--- config.mk ---
export PLATFORM = sky130hd
export DESIGN_NAME = cordic_rotator_flat
export DESIGN_NICKNAME = d
export VERILOG_FILES = /design/src/rtl/cordic_rotator_if.sv /design/src/rtl/cordic_rotator.sv /design/src/flat_wrapper.sv
export SDC_FILE = /design/constraint.sdc
export NUM_CORES = 2
export LEC_CHECK = 0
export ABC_AREA = 1
export CAP_MARGIN = 20
export CELL_PAD_IN_SITES_DETAIL_PLACEMENT = 1
export CELL_PAD_IN_SITES_GLOBAL_PLACEMENT = 1
export CORE_AREA = 2 2 446 448
export CTS_BUF_LIST = sky130_fd_sc_hd__clkbuf_2
export CTS_CLUSTER_SIZE = 28
export DETAILED_ROUTE_END_ITERATION = 8
export DIE_AREA = 0 0 448 450
export PLACE_DENSITY_LB_ADDON = 0.1
export SYNTH_ARGS = -nofsm -noshare
export SYNTH_HDL_FRONTEND = slang
export SYNTH_SLANG_ARGS = --single-unit
--- constraint.sdc ---
create_clock -name clk -period 3.6 [get_ports clk]
set_input_delay 0.72 -clock clk [delete_from_list [all_inputs] [get_ports clk]]
set_output_delay 0.72 -clock clk [all_outputs]
set_load 0.01 [all_outputs]
--- src/rtl/cordic_rotator_if.sv ---
// Data bundle for cordic_rotator: input vector/phase in, rotated vector out.
interface cordic_rotator_if #(
    parameter int width = 16
);
    logic signed [width-1:0] Xin;
    logic signed [width-1:0] Yin;
    logic        [31:0]      angle;
    logic signed [width-1:0] COSout;
    logic signed [width-1:0] SINout;

    modport master (output Xin, Yin, angle, input  COSout, SINout);
    modport slave  (input  Xin, Yin, angle, output COSout, SINout);
endinterface

--- src/rtl/cordic_rotator.sv ---
// Fully pipelined rotation-mode CORDIC, latency = width cycles, gain ~1.647 uncompensated.
// Define CORDIC_SATURATE_EN to saturate instead of wrap on output overflow.
module cordic_rotator #(
    parameter int width = 16
) (
    input  logic                   clk,
    cordic_rotator_if.slave        bus,
    input  logic                   rst_n
);
    localparam int XW = width + 1;
    localparam int NS = width;

    localparam logic [31:0] ATAN [32] = '{
        32'h20000000, 32'h12E4051E, 32'h09FB385B, 32'h051111D4,
        32'h028B0D43, 32'h0145D7E1, 32'h00A2F61E, 32'h00517C55,
        32'h0028BE53, 32'h00145F2F, 32'h000A2F98, 32'h000517CC,
        32'h00028BE6, 32'h000145F3, 32'h0000A2FA, 32'h0000517D,
        32'h000028BE, 32'h0000145F, 32'h00000A30, 32'h00000518,
        32'h0000028C, 32'h00000146, 32'h000000A3, 32'h00000051,
        32'h00000029, 32'h00000014, 32'h0000000A, 32'h00000005,
        32'h00000003, 32'h00000001, 32'h00000001, 32'h00000000
    };

    logic signed [XW-1:0]    x_q [NS];
    logic signed [XW-1:0]    x_d [NS];
    logic signed [XW-1:0]    y_q [NS];
    logic signed [XW-1:0]    y_d [NS];
    // The last stage's phase is never consumed, so z stops one stage early.
    logic signed [31:0]      z_q [NS-1];
    logic signed [31:0]      z_d [NS-1];
    logic signed [width-1:0] cos_q, cos_d;
    logic signed [width-1:0] sin_q, sin_d;
    logic signed [XW-1:0]    xin_ext, yin_ext;

    function automatic logic signed [width-1:0] fit(input logic signed [XW-1:0] v);
`ifdef CORDIC_SATURATE_EN
        if (v[XW-1] != v[XW-2])
            fit = v[XW-1] ? {1'b1, {(width-1){1'b0}}} : {1'b0, {(width-1){1'b1}}};
        else
            fit = v[width-1:0];
`else
        fit = v[width-1:0];
`endif
    endfunction

    always_comb begin
        xin_ext = {bus.Xin[width-1], bus.Xin};
        yin_ext = {bus.Yin[width-1], bus.Yin};

        // Quadrant pre-rotation by +/-90 degrees brings the residual phase into [-90, 90).
        unique case (bus.angle[31:30])
            2'b01: begin
                x_d[0] = -yin_ext;
                y_d[0] = xin_ext;
                z_d[0] = {2'b00, bus.angle[29:0]};
            end
            2'b10: begin
                x_d[0] = yin_ext;
                y_d[0] = -xin_ext;
                z_d[0] = {2'b11, bus.angle[29:0]};
            end
            default: begin
                x_d[0] = xin_ext;
                y_d[0] = yin_ext;
                z_d[0] = bus.angle;
            end
        endcase

        for (int unsigned i = 0; i < NS - 1; i++) begin
            if (z_q[i][31]) begin
                x_d[i+1] = x_q[i] + (y_q[i] >>> i);
                y_d[i+1] = y_q[i] - (x_q[i] >>> i);
            end else begin
                x_d[i+1] = x_q[i] - (y_q[i] >>> i);
                y_d[i+1] = y_q[i] + (x_q[i] >>> i);
            end
        end

        for (int unsigned i = 0; i < NS - 2; i++) begin
            if (z_q[i][31])
                z_d[i+1] = z_q[i] + signed'(ATAN[i]);
            else
                z_d[i+1] = z_q[i] - signed'(ATAN[i]);
        end

        cos_d = fit(x_q[NS-1]);
        sin_d = fit(y_q[NS-1]);
    end

    always_ff @(posedge clk or negedge rst_n) begin
        if (!rst_n) begin
            for (int unsigned i = 0; i < NS; i++) begin
                x_q[i] <= '0;
                y_q[i] <= '0;
            end
            for (int unsigned i = 0; i < NS - 1; i++) begin
                z_q[i] <= '0;
            end
            cos_q <= '0;
            sin_q <= '0;
        end else begin
            x_q   <= x_d;
            y_q   <= y_d;
            z_q   <= z_d;
            cos_q <= cos_d;
            sin_q <= sin_d;
        end
    end

    assign bus.COSout = cos_q;
    assign bus.SINout = sin_q;
endmodule

--- src/flat_wrapper.sv ---
// flat-port wrapper written by rule: the top's interface ports become plain ports
module cordic_rotator_flat 
#(
    parameter int width = 16
)
  (clk, rst_n, bus_Xin, bus_Yin, bus_angle, bus_COSout, bus_SINout);
  cordic_rotator_if #(.width(width)) bus_i ();
  input  logic clk;
  input  logic rst_n;
  input wire logic [$bits(bus_i.Xin)-1:0] bus_Xin;
  input wire logic [$bits(bus_i.Yin)-1:0] bus_Yin;
  input wire logic [$bits(bus_i.angle)-1:0] bus_angle;
  output wire logic [$bits(bus_i.COSout)-1:0] bus_COSout;
  output wire logic [$bits(bus_i.SINout)-1:0] bus_SINout;
  assign bus_i.Xin = bus_Xin;
  assign bus_i.Yin = bus_Yin;
  assign bus_i.angle = bus_angle;
  assign bus_COSout = bus_i.COSout;
  assign bus_SINout = bus_i.SINout;
  cordic_rotator #(.width(width)) u_core (.clk(clk), .bus(bus_i), .rst_n(rst_n));
endmodule
* After elaboration in Yosys (flattened, before gate mapping)
Cells that the tools add are included.
Widths: inputs -> output; s select.
** Storage, ports and cells
- Output and inout bits :: 32
- Register bits after elaboration :: 1054
- ROM bits :: 0
- Bits in writable memories :: 0
- Memories kept :: 0
- Latch bits :: 0
** Cells by class
- Add/sub/neg operators :: 89
- Multipliers :: 0
- Shift operators :: 0
- Bitwise operators :: 0
- Muxes and demuxes :: 47
- Order comparisons :: 0
- Reductions and logical operators :: 0
- Equality and inequality tests :: 2
- Div/mod/pow operators :: 0
** Operators by type and width (count)
- $mux 17 :: 28
- $mux 32 :: 14
- $pmux 17 s2 :: 2
- $pmux 32 s2 :: 1
- $add 17x10->17 :: 2
- $add 17x11->17 :: 2
- $add 17x12->17 :: 2
- $add 17x13->17 :: 2
- $add 17x14->17 :: 2
- $add 17x15->17 :: 2
- $add 17x16->17 :: 2
- $add 17x4->17 :: 2
- $add 17x5->17 :: 2
- $add 17x6->17 :: 2
- $add 17x7->17 :: 2
- $add 17x8->17 :: 2
- $add 17x9->17 :: 2
- $neg 16->17 :: 2
- $sub 17x10->17 :: 2
- $sub 17x11->17 :: 2
- $sub 17x12->17 :: 2
- $sub 17x13->17 :: 2
- $sub 17x14->17 :: 2
- $sub 17x15->17 :: 2
- 42 further kinds :: 53

* Depth between registers and ports, before layout
- Word-level depth :: 2
- Mapped depth :: 20

* Least setup slack after synthesis
OpenSTA, ideal clock, no wires.
- Kind :: flip-flop to flip-flop
- From :: register u_core.z_q[447] (netlist bit)
- To :: register u_core.x_q[237] (netlist bit)
- Stages on the path, launching flop included :: 15
- Buffers on the path :: 2
- Period minus slack after synthesis :: 2.984 ns
- Path slack :: 0.616 ns
- Library setup time :: 0.116 ns
- Arrival :: 2.868 ns
- Cell sequence :: dfrtp_1 > buf_4 > inv_2 > clkbuf_1 > o21ai_0 > fa_1 > nand2_1 > nand2_1 > and2_1 > nand2_1 > nand2_1 > a21oi_1 > inv_1 > nand2_1 > nand2_1
** RTL lines
- from (decl) :: RTL line cordic_rotator.sv:29 : logic signed [31:0] z_q [NS-1];
- from (signal assigned) :: RTL line cordic_rotator.sv:104 : z_q <= z_d;
- to (signal, indexed assignment) :: RTL line cordic_rotator.sv:93 : x_q[i] <= '0;
- to (signal assigned) :: RTL line cordic_rotator.sv:102 : x_q <= x_d;
- to (decl) :: RTL line cordic_rotator.sv:24 : logic signed [XW-1:0] x_q [NS];

* Final worst setup path
- From :: register u_core.sin_q[2], in the netlist u_core.bus.SINout[2]
- To :: output port bus_SINout[2]
** RTL lines
- from (decl) :: RTL line cordic_rotator.sv:32 : logic signed [width-1:0] sin_q, sin_d;
- from (signal assigned) :: RTL line cordic_rotator.sv:106 : sin_q <= sin_d;
- to (decl) :: RTL line flat_wrapper.sv:14 : output wire logic [$bits(bus_i.SINout)-1:0] bus_SINout;
No word-level cell between the ends.

==> results.py <==
metrics = {
    "clock_tree": {
        "cts_root_buf": "clkbuf_2",
        "clk_path_buf_depth": 4,
        "numCtsBuffers": 309,
        "post-cts-setup-buffer-count": 0,
        "clk_pin_slew_ps": 80,
        "cts.sinks": 1022,
        "htree_levels": 5,
        "clkLatencyLatePin_ps": 1910,
        "cts_tree": "done",
    },
    "critical_path": {
        "start_kind": "flip-flop",
        "critPathBufInv": 1,
        "cp_top_family": "buffers and inverters",
        "end_kind": "output port",
        "ff2ff_path_depth": 16,
        "critical_path_required_ps": 2880,
        "cp.depth": 1,
        "critical_path.slowest_cell": "clkdlybuf4s50_1",
        "crit_arrival_ps": 2640,
        "cpPeakStageDelay_ps": 570,
        "critPathKind": "reg2out",
        "cp_cell_sequence": "clkdlybuf4s50_1",
        "path_max_fanout": 1,
    },
    "global_routing": {
        "grtUsageTotal_pct": 29.2,
        "grt_pass1_vias": 91800,
        "antenna_found_initial": 2,
        "grt-ovfl-total": 0,
        "grt_max_degree": 96,
        "grt_pass1_wl_mm": 477,
    },
    "placed_design": {
        "placed_area_um2": 92900,
        "post-place-ws_ps": 588,
        "dp_hpwl_mm": 245,
        "routabilityCongestion": 0.935,
        "portBuffers": 97,
    },
    "timing": {
        "finClkSkew_ps": 194,
        "max_slew.worst_pin.slew_ps": 1290,
        "layout_min_cycle_time_ps": 3360,
        "fin_crit_sh_pct": 93.4,
        "final_hold_viol_count": 0,
        "max_freq_mhz": 297,
        "setup_viol": 0,
        "worst_slack_ps": 237,
        "slew_violations": 0,
        "relSlewSlack_pct": 14.2,
    },
    "routing": {
        "num_vias": 85200,
        "antenna_left": 0,
        "routed_wl_mm": 295,
        "drc_errors": 0,
        "avgRoutedWirePerCell_um": 18.1,
        "drt_iter0_markers": 3473,
        "viasPerCell": 5.21,
        "dr.pass1.iters": 5,
    },
    "synthesis": {
        "synth_area_leaders": "dfrtp_1 29%, nand2_1 18%, ha_1 13%, inv_1 8.5%, xor2_1 5.8%",
        "synthFlopType": "dfrtp_1",
        "synth-edff-count": 0,
        "synth_top_area_cell": "dfrtp_1",
        "avgSynthCellArea_um2": 6.81,
        "ys_seq_area_share_pct": 29.0,
        "syn_nets": 14000,
        "syn_inst": 13000,
        "ys_types": 56,
        "ys_warn_count": 0,
        "yosysTopAreaCellShare_pct": 29.0,
        "ys_async_sr_fraction_pct": 100,
        "ys_ff_latch": 1022,
        "netlist_area_um2": 88200,
    },
    "cells_and_area": {
        "layout_commonest_cell": "nand2_1",
        "area.growth.synth_to_final_pct": 9.86,
        "layout.nets": 14600,
        "drive_gt1_share_pct": 5.63,
        "nFillCells": 26300,
        "mostFrequentLayoutCells": "4,153 x nand2_1, 2,007 x inv_1, 1,182 x nor2_1, 1,022 x dfrtp_1, 993 x nand3_1",
        "fin_area_um2": 96900,
    },
    "floorplan": {
        "die-area_um2": 202000,
        "chipHeight_um": 450,
        "die_w_um": 448,
        "row_count": 163,
        "start_util_pct": 44.9,
        "core_area_um2": 197000,
        "num_io_pins": 98,
    },
    "job": {
        "drv_cap": 0,
    },
    "status": {
        "status": "completed",
    },
    "worst_hold_path": {
        "min_path_cells": 4,
        "min_path_type": "in2reg",
    },
}
worst min-delay path: stages:
cell and delay [ps]:
dlygate4sd3_1 550, clkdlybuf4s50_1 470, nand3_1 90, o21ai_0 90
Yosys cell counts (all sizes together), types with 3 or more instances:
master	instances
ha	944
a21o	88
or2	21
nor3	131
o21bai	137
nand4	138
buf	47
a21oi	696
xnor2	89
and2	48
inv	2028
nand3	1009
o21a	24
a31oi	34
o22ai	7
nand2	4228
o31ai	12
clkbuf	24
nor2	1230
o221ai	10
xor2	582
fa	44
nor4	16
o211ai	3
o21ai	227
nand3b	64
and3	18
a21boi	14
dfrtp	1022
a22oi	8
area by class of cell:
cell class | instances | area (um2) | share of cell area [%]
clock buffer | 421 | 2110 | 2.17
timing repair buffer | 313 | 3060 | 3.16
sequential | 1022 | 25600 | 26.4
tap | 2640 | 3300 | 3.41
clock inverter | 92 | 574 | 0.593
inverter | 2029 | 7620 | 7.86
antenna | 10 | 25.0 | 0.0258
multi-input combinational | 9829 | 54600 | 56.4
logic make-up (layout without fill, tap and decap cells):
kind of cell,Yosys count,after routing,share of synthesized area (%)
fa+ha+maj,988,988,14.4
other cells,0,10,0
xor+xnor,671,671,6.66
mux,2,2,0.0227
flops,1022,1022,29.0
simple gates,6907,6907,32.7
compound gates,1261,1261,8.16
buf+inv,2100,2855,9.06
per-stage QoR:
stage	utilization, %	hold WS, ps	TNS (ps)	std cells
finish	49.3	234	0	16400
floorplan	-	331	0	13000
global placement	47.2	331	0	15700
detailed placement	47.2	336	0	15700
global route	49.3	72.3	-23.7	16400
CTS	49.3	11.3	0	16300
metal layers:
layer	track usage (%)	vias to the layer above	wire [um]
li1	-	42300	-
met1	34.0	40900	125000
met3	3.20	675	7550
met2	53.4	1317	149000
met5	0	-	0
met4	13.4	0	14200
state kept, by name, indices dropped and copies added, names as in the netlist:
signal and count:
u_core.sin_d 16, u_core.bus.COSout 16, u_core.cos_d 16, u_core.bus.SINout 16, u_core.z_q 449, u_core.x_q 255
u_core.y_q 254
final timing paths:
kind,to,slack (ps),startpoint
worst max-delay path,bus_SINout[2],240,u_core.bus.SINout[2]
worst min-delay path,u_core.y_q[255],230,bus_Xin[0]
worst max register to register,u_core.y_q[167],530,u_core.x_q[175]
worst min register to register,u_core.bus.SINout[11],280,u_core.sin_d[11]
max in group asynchronous,u_core.z_q[379],1830,rst_n
min in group asynchronous,u_core.y_q[55],720,rst_n
timing repair:
action	4_1_cts	5_1_grt
endpoints found under the setup margin	18	0
hold buffers	131	0
gates resized for setup	18	0
endpoints found under the hold margin	1088	0
Power is left out: the tool's default activity adds up to more than one toggle a clock period on the data nets, which glitch-free logic cannot reach.
